[src/rtl/demux_pkg.sv]
// Shared definitions for the TDM 1-to-N demultiplexer: FSM states,
// default lane count and the parity reduction helper.
package demux_pkg;

    typedef enum logic [1:0] {
        IDLE  = 2'd0,
        FILL  = 2'd1,
        STALL = 2'd2
    } state_t;

    localparam int DEMUX_LANES = 8;

    // Zero-extended callers are fine: padding zeros do not change the XOR.
    function automatic logic xor_reduce(input logic [63:0] v);
        return ^v;
    endfunction

endpackage

[src/rtl/demux_slot_ctr.sv]
// Slot counter for the TDM demultiplexer. Clear has priority over
// load-to-1, which has priority over increment. Increment wraps modulo 2^W.
// tc flags the final slot of a frame.
module demux_slot_ctr #(
    parameter int W    = 3,
    parameter int LAST = 7
) (
    input  logic         clk,
    input  logic         rst,
    input  logic         clr,
    input  logic         ld1,
    input  logic         inc,
    output logic [W-1:0] cnt,
    output logic         tc
);

    // Slot register with prioritised clear / load-to-1 / increment.
    always_ff @(posedge clk) begin
        if (rst) begin
            cnt <= '0;
        end else if (clr) begin
            cnt <= '0;
        end else if (ld1) begin
            cnt <= W'(1);
        end else if (inc) begin
            cnt <= cnt + W'(1);
        end
    end

    assign tc = (cnt == W'(LAST));

endmodule

[src/rtl/demux_1x8_tdm.sv]
// Receiving end of a serialised LANES-wide bus. Bits are steered into an
// assembly register by slot and completed frames are handed out through a
// valid/ready output register.
// Optional feature macro: DEMUX_PARITY_EN adds a trailing even-parity slot
// and drives parity_err; without it the frame is LANES slots and
// parity_err stays 0.
//
// state | meaning
// ------+------------------------------------------------------------
// IDLE  | waiting for the first sof; bits without sof are dropped
// FILL  | assembling a frame, next bit goes to slot sel
// STALL | frame complete but output register occupied; din_ready=0
module demux_1x8_tdm
    import demux_pkg::*;
#(
    parameter int LANES = DEMUX_LANES,
    parameter int SEL_W = $clog2(LANES)
) (
    input  logic             clk,
    input  logic             rst,
    input  logic             din,
    input  logic             din_valid,
    input  logic             sof,
    output logic             din_ready,
    output logic [SEL_W-1:0] sel,
    output logic [LANES-1:0] y,
    output logic             y_valid,
    input  logic             y_ready,
    output logic             sync_err,
    output logic             parity_err
);

`ifdef DEMUX_PARITY_EN
    localparam int FRAME = LANES + 1;
    localparam int CW    = SEL_W + 1;
`else
    localparam int FRAME = LANES;
    localparam int CW    = SEL_W;
`endif

    state_t           state;
    logic [FRAME-1:0] asm_q;
    logic [FRAME-1:0] frame_next;
    logic [CW-1:0]    cnt;
    logic             tc;
    logic             ctr_clr;
    logic             ctr_ld1;
    logic             ctr_inc;
    logic             accept;
    logic             out_free;
    logic             sof_resync;
    logic             par_fill;
    logic             par_stall;

    assign accept     = din_valid & din_ready;
    assign out_free   = !y_valid | y_ready;
    assign sof_resync = accept & sof & (state == FILL) & (cnt != '0);

    // Frame as it will look once the bit being accepted is written.
    always_comb begin
        frame_next      = asm_q;
        frame_next[cnt] = din;
    end

    // Parity check result for a load straight from FILL or out of STALL.
    always_comb begin
`ifdef DEMUX_PARITY_EN
        par_fill  = xor_reduce(64'(frame_next));
        par_stall = xor_reduce(64'(asm_q));
`else
        par_fill  = 1'b0;
        par_stall = 1'b0;
`endif
    end

    // Slot counter controls; a completed frame always rewinds to slot 0,
    // so sel already points at slot 0 while stalled.
    always_comb begin
        ctr_clr = 1'b0;
        ctr_ld1 = 1'b0;
        ctr_inc = 1'b0;
        case (state)
            IDLE: begin
                if (accept && sof) ctr_ld1 = 1'b1;
            end
            FILL: begin
                if (accept) begin
                    if (sof_resync) ctr_ld1 = 1'b1;
                    else if (tc)    ctr_clr = 1'b1;
                    else            ctr_inc = 1'b1;
                end
            end
            STALL: begin
                if (out_free) ctr_clr = 1'b1;
            end
            default: ctr_clr = 1'b1;
        endcase
    end

    demux_slot_ctr #(
        .W    (CW),
        .LAST (FRAME - 1)
    ) u_slot_ctr (
        .clk (clk),
        .rst (rst),
        .clr (ctr_clr),
        .ld1 (ctr_ld1),
        .inc (ctr_inc),
        .cnt (cnt),
        .tc  (tc)
    );

    assign sel = cnt[SEL_W-1:0];

    // Frame FSM with assembly/output registers and registered handshake outputs.
    always_ff @(posedge clk) begin
        if (rst) begin
            state      <= IDLE;
            din_ready  <= 1'b1;
            asm_q      <= '0;
            y          <= '0;
            y_valid    <= 1'b0;
            sync_err   <= 1'b0;
            parity_err <= 1'b0;
        end else begin
            sync_err <= 1'b0;
            // A drain without a load empties the output; a load below overrides.
            if (y_ready) y_valid <= 1'b0;
            case (state)
                IDLE: begin
                    if (accept && sof) begin
                        asm_q <= {{(FRAME-1){1'b0}}, din};
                        state <= FILL;
                    end
                end
                FILL: begin
                    if (accept) begin
                        if (sof_resync) begin
                            asm_q    <= {{(FRAME-1){1'b0}}, din};
                            sync_err <= 1'b1;
                        end else begin
                            asm_q <= frame_next;
                            if (tc) begin
                                if (out_free) begin
                                    y          <= frame_next[LANES-1:0];
                                    y_valid    <= 1'b1;
                                    parity_err <= par_fill;
                                end else begin
                                    state     <= STALL;
                                    din_ready <= 1'b0;
                                end
                            end
                        end
                    end
                end
                STALL: begin
                    if (out_free) begin
                        y          <= asm_q[LANES-1:0];
                        y_valid    <= 1'b1;
                        parity_err <= par_stall;
                        state      <= FILL;
                        din_ready  <= 1'b1;
                    end
                end
                default: begin
                    state     <= IDLE;
                    din_ready <= 1'b1;
                end
            endcase
        end
    end

endmodule

[config.mk]
export PLATFORM = sky130hd
export DESIGN_NAME = demux_1x8_tdm
export DESIGN_NICKNAME = d
export VERILOG_FILES = /design/src/rtl/demux_pkg.sv /design/src/rtl/demux_slot_ctr.sv /design/src/rtl/demux_1x8_tdm.sv
export SDC_FILE = /design/constraint.sdc
export NUM_CORES = 1
export LEC_CHECK = 0
export ABC_AREA = 1
export BUFFER_PORTS_ARGS = -buffer_cell sky130_fd_sc_hd__buf_2
export CAP_MARGIN = 20
export CORE_ASPECT_RATIO = 0.7
export CORE_MARGIN = 2
export CORE_UTILIZATION = 55
export CTS_BUF_LIST = sky130_fd_sc_hd__clkbuf_8
export DETAILED_ROUTE_END_ITERATION = 6
export GPL_TIMING_DRIVEN = 0
export PLACE_DENSITY_LB_ADDON = 0.12
export SLEW_MARGIN = 10
export SYNTH_ARGS = -nofsm -noshare
export SYNTH_HDL_FRONTEND = slang
export SYNTH_SLANG_ARGS = --single-unit
[constraint.sdc]
create_clock -name clk -period 2.7 [get_ports clk]
set_input_delay 0.54 -clock clk [delete_from_list [all_inputs] [get_ports clk]]
set_output_delay 0.54 -clock clk [all_outputs]
set_load 0.03 [all_outputs]
# Word-level counts from Yosys, hierarchy flattened
# Index checks and enable logic that the tools add are counted.
totals:
  register_bits: 25
  latch_bits: 0
  ram_bits: 0
  rom_bits: 0
  in_bits: 6
  out_inout_bits: 15
  wordCells: 97
  n_memories: 0
op_classes:
  add_sub_neg: 1
  n_mul: 0
  div_mod_pow: 0
  order_cmp: 2
  n_eq_ne: 10
  shifts: 0
  n_mux: 52
  n_bitwise: 7
  n_reduce_logical: 16
ops:
  columns: ["operator", "count"]
  rows:
  - ["$mux 8", 8]
  - ["$pmux 8 s2", 2]
  - ["$mux 1", 28]
  - ["$reduce_and 6->1", 3]
  - ["$ne 2x2->1 const B", 7]
  - ["$mux 2", 6]
  - ["$bwmux 8", 1]
  - ["$pmux 1 s2", 3]
  - ["$pmux 1 s3", 2]
  - ["$pmux 2 s3", 1]
  - ["$reduce_bool 2->1", 3]
  - ["$and 1x1->1", 4]
  - ["$lt 3x4->1 const B", 1]
  - ["$reduce_and 4->1", 1]
  - ["$reduce_or 2->1", 2]
  - ["$add 3x1->3 const B", 1]
  - ["$demux 1 s3", 1]
  - ["$eq 3x3->1 const B", 1]
  - ["$ge 3x1->1 const B", 1]
  - ["$reduce_and 3->1", 1]
  - ["$reduce_bool 3->1", 1]
  - ["$reduce_or 3->1", 1]
  - ["$eq 2x1->1 const B", 1]
  - ["$eq 2x2->1 const B", 1]
  - ["5 further kinds", 7]

# Depth between registers and ports, before layout
logic_depth:
  depth_word: 10
  ltp_mapped: 11
  ltp_nobuf: 10

# Hierarchy
# A second synthesis with hierarchy kept.
hier_totals:
  cells_unflattened: 231
  hier_area_um2: 1421.4
by_module_without_submodules:
  columns: ["module", "n_inst", "cells_per_inst", "area_per_inst_um2", "seq_area_each_um2"]
  rows:
  - ["demux_1x8_tdm", 1, 210, 1270.0, 420.4]
  - ["demux_slot_ctr", 1, 21, 151.4, 60.1]

# Least setup slack after synthesis
# Ideal clock, no wire load.
synth_timing:
  path_kind: "register to register"
  startpoint: "reg u_slot_ctr.cnt[0]"
  endpoint: "reg y[4]"
  setup_time_ps: 115
  t_arrival_ps: 1694
  t_required_ps: 2585
  path_slack_ps: 891
  stages_incl_launch_ff: 10
  path_buffers: 1
  period_less_slack_ps: 1809
  cell_sequence: "dfxtp_1 > inv_1 > ha_1 > a21oi_4 > nand2_4 > nand3_4 > buf_12 > nand2_1 > nand2_1 > a21oi_2"
synth_between:
  elab_chain_len: 10
  word_cells_on_any_way: 17
  cone_classes: "order compare (2); eq/ne (3); mux (8); bitwise (1); reduce/logical (3)"
synth_lines:
  columns: ["element", "line", "text"]
  rows:
  - ["start: declaration", "demux_slot_ctr.sv:13", "output logic [W-1:0] cnt,"]
  - ["start signal: assignment", "demux_slot_ctr.sv:26", "cnt <= cnt + W'(1);"]
  - ["$lt 3x4->1 (not written as such) or $ge 3x1->1 (tied branches)", "demux_1x8_tdm.sv:62", "frame_next[cnt] = din;"]
  - ["$logic_and 1x1->1 (not written as such)", "demux_1x8_tdm.sv:62", null]
  - ["$mux 1 (not written as such)", "demux_1x8_tdm.sv:62", null]
  - ["$demux 1 s3", "demux_1x8_tdm.sv:62", null]
  - ["$bwmux 8", "demux_1x8_tdm.sv:62", null]
  - ["$mux 8", "demux_1x8_tdm.sv:144", "if (out_free) begin"]
  - ["$mux 8", "demux_1x8_tdm.sv:143", "if (tc) begin"]
  - ["$mux 8", "demux_1x8_tdm.sv:138", "if (sof_resync) begin"]
  - ["$mux 8", "demux_1x8_tdm.sv:137", "if (accept) begin"]
  - ["$pmux 8 s2", "demux_1x8_tdm.sv:129", "case (state)"]
  - ["end signal: assignment", "demux_1x8_tdm.sv:145", "y <= frame_next[LANES-1:0];"]
  - ["end signal: assignment", "demux_1x8_tdm.sv:158", "y <= asm_q[LANES-1:0];"]
  - ["end: declaration", "demux_1x8_tdm.sv:26", "output logic [LANES-1:0] y,"]
# Several ways; a longest one is shown, not always the timed one. The select of a mux whose other input is x is not followed.
# A chain may end at the register's enable or synchronous reset.

# Worst setup path after layout
layout_timing:
  startpoint: "reg u_slot_ctr.cnt[0]"
  endpoint: "reg y[5]"
# Same word-level chain as after synthesis.

==> impl_table.tex <==
\begin{tabular}{lr}
\hline
Metric & Value \\
\hline
\multicolumn{2}{l}{\textbf{Worst hold path}} \\
Worst hold-check path type & flop to flop \\
\multicolumn{2}{l}{\textbf{Final layout}} \\
Share of layout cells above drive strength 1 & 0.204 \\
Antenna Cells & 0 \\
Post-Layout Inst Area & 1760 µm² \\
Post-layout instance count excluding filler cells & 291 \\
Area grow syn2layout & 13.6\% \\
Fin nets & 269 \\
\multicolumn{2}{l}{\textbf{Setup path}} \\
Count of buffer and inverter cells on the critical path & 1 \\
Crit path capture type & flop \\
Max stage delay cell, worst path & dfxtp\_1 \\
Worst reg-to-reg setup slack & slightly below 0.9 ns \\
Cell type group with the largest total delay on the critical path & flip-flops \\
Cell chain of the critical path & ha\_1 > ha\_1 > nor2\_2 > a21oi\_2 > nand3\_4 > buf\_12 > nand2\_1 > nand2\_1 > a21oi\_2 \\
Crit start category & flop \\
Delay contributed by the slowest stage of the critical path & 0.51 ns \\
Critical path fanouts, max & 10 \\
Kind of critical path & flop to flop \\
Worst EP arrival & 2.03 ns \\
Data required, critical path & 2.91 ns \\
\multicolumn{2}{l}{\textbf{Clock network}} \\
Number of buffers created by CTS & 3 \\
Buffer depth of the longest clock path & 2 \\
Setup repair bufs after CTS & 0 \\
Sink Count & 24 \\
Insertion delay to the later sink of the worst-skew pair & 0.28 ns \\
Clock transition at path regs & 0.08 ns \\
Number of hold buffers added after CTS & 0 \\
Clock tree from TritonCTS & done \\
Number of instances resized during post-cts repair & 0 \\
Buffer type at the clock tree root & clkbuf\_8 \\
CTS H-tree lvls & 1 \\
\multicolumn{2}{l}{\textbf{Routing}} \\
Post-route DRC violation count & 0 \\
Detailed-route wire length & 3300 µm \\
Number of vias after detailed routing & between 1000 and 1500 \\
DR pass1 iterations & 4 \\
Initial DRC Count & 88 \\
DR vias/cell & 5.00 \\
Post-route ant nets & 0 \\
Wire per inst & 11.3 µm \\
\multicolumn{2}{l}{\textbf{Synth}} \\
Yosys warns & 0 \\
Cell with the most instances after synthesis & nand2\_1 \\
Combined area of all synthesized cells & 1550 µm² \\
Number of flops mapped to enable cells by yosys & 0 \\
Count of distinct cell types in the synthesized netlist & 28 \\
Post-Synth XOR/XNOR Area & 0 \\
Multiplexer share of the synthesized area & 0 \\
Number of flip-flops and latches in the synthesized netlist & 24 \\
Sequential area share after synthesis & 0.309 \\
Net Count, Synth & between 200 and 250 \\
Post-synthesis area per instance & 6.69 µm² \\
Synthesized netlist cell count & 232 \\
Simple logic cell fraction of the synthesized area & 0.366 \\
Post-synth top cells & 82 x nand2\_1, 30 x inv\_1, 24 x dfxtp\_1, 15 x nand3\_1, 12 x a21oi\_1 \\
Share of async-settable or async-resettable flops after synthesis & 0 \\
Post-Synth Adder-Cell Area & 0.0564 \\
Area fraction in compound gates after synthesis & 0.150 \\
Dominant combinational cell family by area after synthesis & simple AND/OR/NAND/NOR gates \\
Portion of synthesized cell area occupied by the leading cell type & 0.309 \\
Top cell type by total area after synthesis & dfxtp\_1 \\
Main area contributors after synthesis & dfxtp\_1 31\%, nand2\_1 20\%, inv\_1 7.3\% \\
Leading register cell type out of synthesis & dfxtp\_1 \\
\multicolumn{2}{l}{\textbf{Power and ir drop}} \\
Combinational power share & 0.539 \\
Static Leak & 0.882 nW \\
Share of total power in sequential cells & 0.280 \\
Net Switching & 0.835 mW \\
Switching power as a share of total power & 0.464 \\
PwrDens & 1020 nW/µm² \\
Internal Pwr Total & 0.966 mW \\
IR drop worst, VDD & 456 µV \\
Fraction of power consumed by the clock network & 0.181 \\
\multicolumn{2}{l}{\textbf{Global route}} \\
Pin count of the biggest net entering global routing & 15 \\
GRT Overall Usage & 0.233 \\
Wire length of the first global-routing pass & 5740 µm \\
Antenna violations before repair & 0 \\
Total global routing overflow & 0 \\
Vias in the first global route & 1277 \\
\multicolumn{2}{l}{\textbf{Run}} \\
Number of maximum-capacitance constraint violations & 0 \\
\multicolumn{2}{l}{\textbf{Die}} \\
I/O pin cnt & 21 \\
Core Area & around 2700 µm² \\
Horiz. Die Dim & 67.5 µm \\
Placement row count & 16 \\
Die extent in y & 48.5 µm \\
Initial core utilization & 0.566 \\
Die ar. & roughly 3300 µm² \\
\multicolumn{2}{l}{\textbf{Timing}} \\
Final Hold Viols & 0 \\
Ratio of final minimum period to clock period & 0.673 \\
Total Neg Setup Slack & 0 ns \\
Final Critical Period & 1.82 ns \\
Setup Skew & approximately 0.012 ns \\
Hold WS & 0.485 ns \\
Highest attainable clock frequency & 0.550 GHz \\
Unrepaired setup endpoints after global routing & false \\
Max-slew violation count & 0 \\
Final number of setup-violating endpoints & 0 \\
\multicolumn{2}{l}{\textbf{Run status}} \\
Result of the run & complete, no violations \\
\multicolumn{2}{l}{\textbf{Place}} \\
DP Wirelength & 2440 µm \\
Total placed instance area & 1690 µm² \\
Placed Instances & between 200 and 300 \\
IO buf count & 19 \\
Routability cong. & 0.832 \\
\hline
\end{tabular}
cell usage in the layout (no fill, tap or decap):
cell	Yosys	routed
buf_2	1	20
buf_6	1	1
a21oi_2	9	9
nand3_1	15	15
o21ai_0	11	11
conb_1	1	1
o21bai_1	1	1
inv_2	1	1
nor2_4	1	1
bufinv_16	0	1
a211oi_1	1	1
buf_12	1	1
inv_6	1	1
nand2_1	82	82
nor2_2	9	9
inv_1	30	30
ha_1	7	7
a21oi_4	1	1
o21a_1	1	1
nor2_1	10	10
nand3b_4	1	1
clkbuf_8	0	3
nand3_4	1	1
nand4_1	5	5
clkbuf_1	2	2
dfxtp_1	24	24
buf_4	1	1
clkinv_1	1	1
nand2_4	1	1
a21oi_1	12	12
state kept, by name (all words and copies together) (netlist names):
signal	cells
din_ready	1
u_slot_ctr.cnt	3
y	8
asm_q	8
y_valid	1
state	2
sync_err	1
cells by family after synthesis:
logic type / after synthesis
AND/OR/NAND/NOR: 125
AO/OA/AOI/OAI: 36
other: 1
buffers and inverters: 39
flip-flops: 24
adder cells (fa/ha/maj): 7
routing by layer:
layer  wire length [µm]  GRT usage  up-vias
met4                 45     0.0884        0
met1               1810      0.339      630
met3                206     0.0488        5
met2               1250      0.333       44
li1                   -          -      775
met5                  0          0        -
worst min-delay path, delay by kind of cell (launching register included):
family | cells | cell delay [ns]
simple gates | 1 | 0.06
flops | 1 | 0.33
compound gates | 1 | 0.06
area by class of cell:
cell class | count | area (µm²)
repair buffers | 19 | 95.1
plain buffers | 6 | 51.3
flip-flops and latches | 24 | 480
clock inverters | 1 | 30.0
fillers | 241 | 978
clock buffers | 3 | 41.3
well taps | 36 | 45.0
inverters | 33 | 129
multi-input cells | 169 | 892
final timing paths:
check                         start        to  cells after the start
hold reg to reg            asm_q[4]  asm_q[4]                      2
hold / removal             asm_q[4]  asm_q[4]                      2
setup reg to reg  u_slot_ctr.cnt[0]      y[5]                      9
setup / recovery  u_slot_ctr.cnt[0]      y[5]                      9
power groups by stage:
| stage | Combinational (mW) | Sequential, mW | Clock (mW) |
|---|---|---|---|
| 2_1_floorplan | 0.615 | 0.665 | 0 |
| 3_3_place_gp | 0.959 | 0.508 | 0 |
| 3_5_place_dp | 0.969 | 0.514 | 0 |
| 4_1_cts | 0.973 | 0.506 | 0.327 |
| 5_1_grt | 1.09 | 0.523 | 0.342 |
| 6_report | 0.971 | 0.504 | 0.325 |
stage by stage:
step | setup slack (ns) | util | total power [mW]
after floorplan | 0.891 | - | 1.28
after global placement | 0.929 | 0.617 | 1.47
after detailed placement | 0.900 | 0.617 | 1.48
after CTS | 0.872 | 0.643 | 1.81
after global routing | 0.703 | 0.643 | 1.96
final | 0.883 | 0.643 | 1.80
No activity file was read; power rests on OpenSTA's default activity.
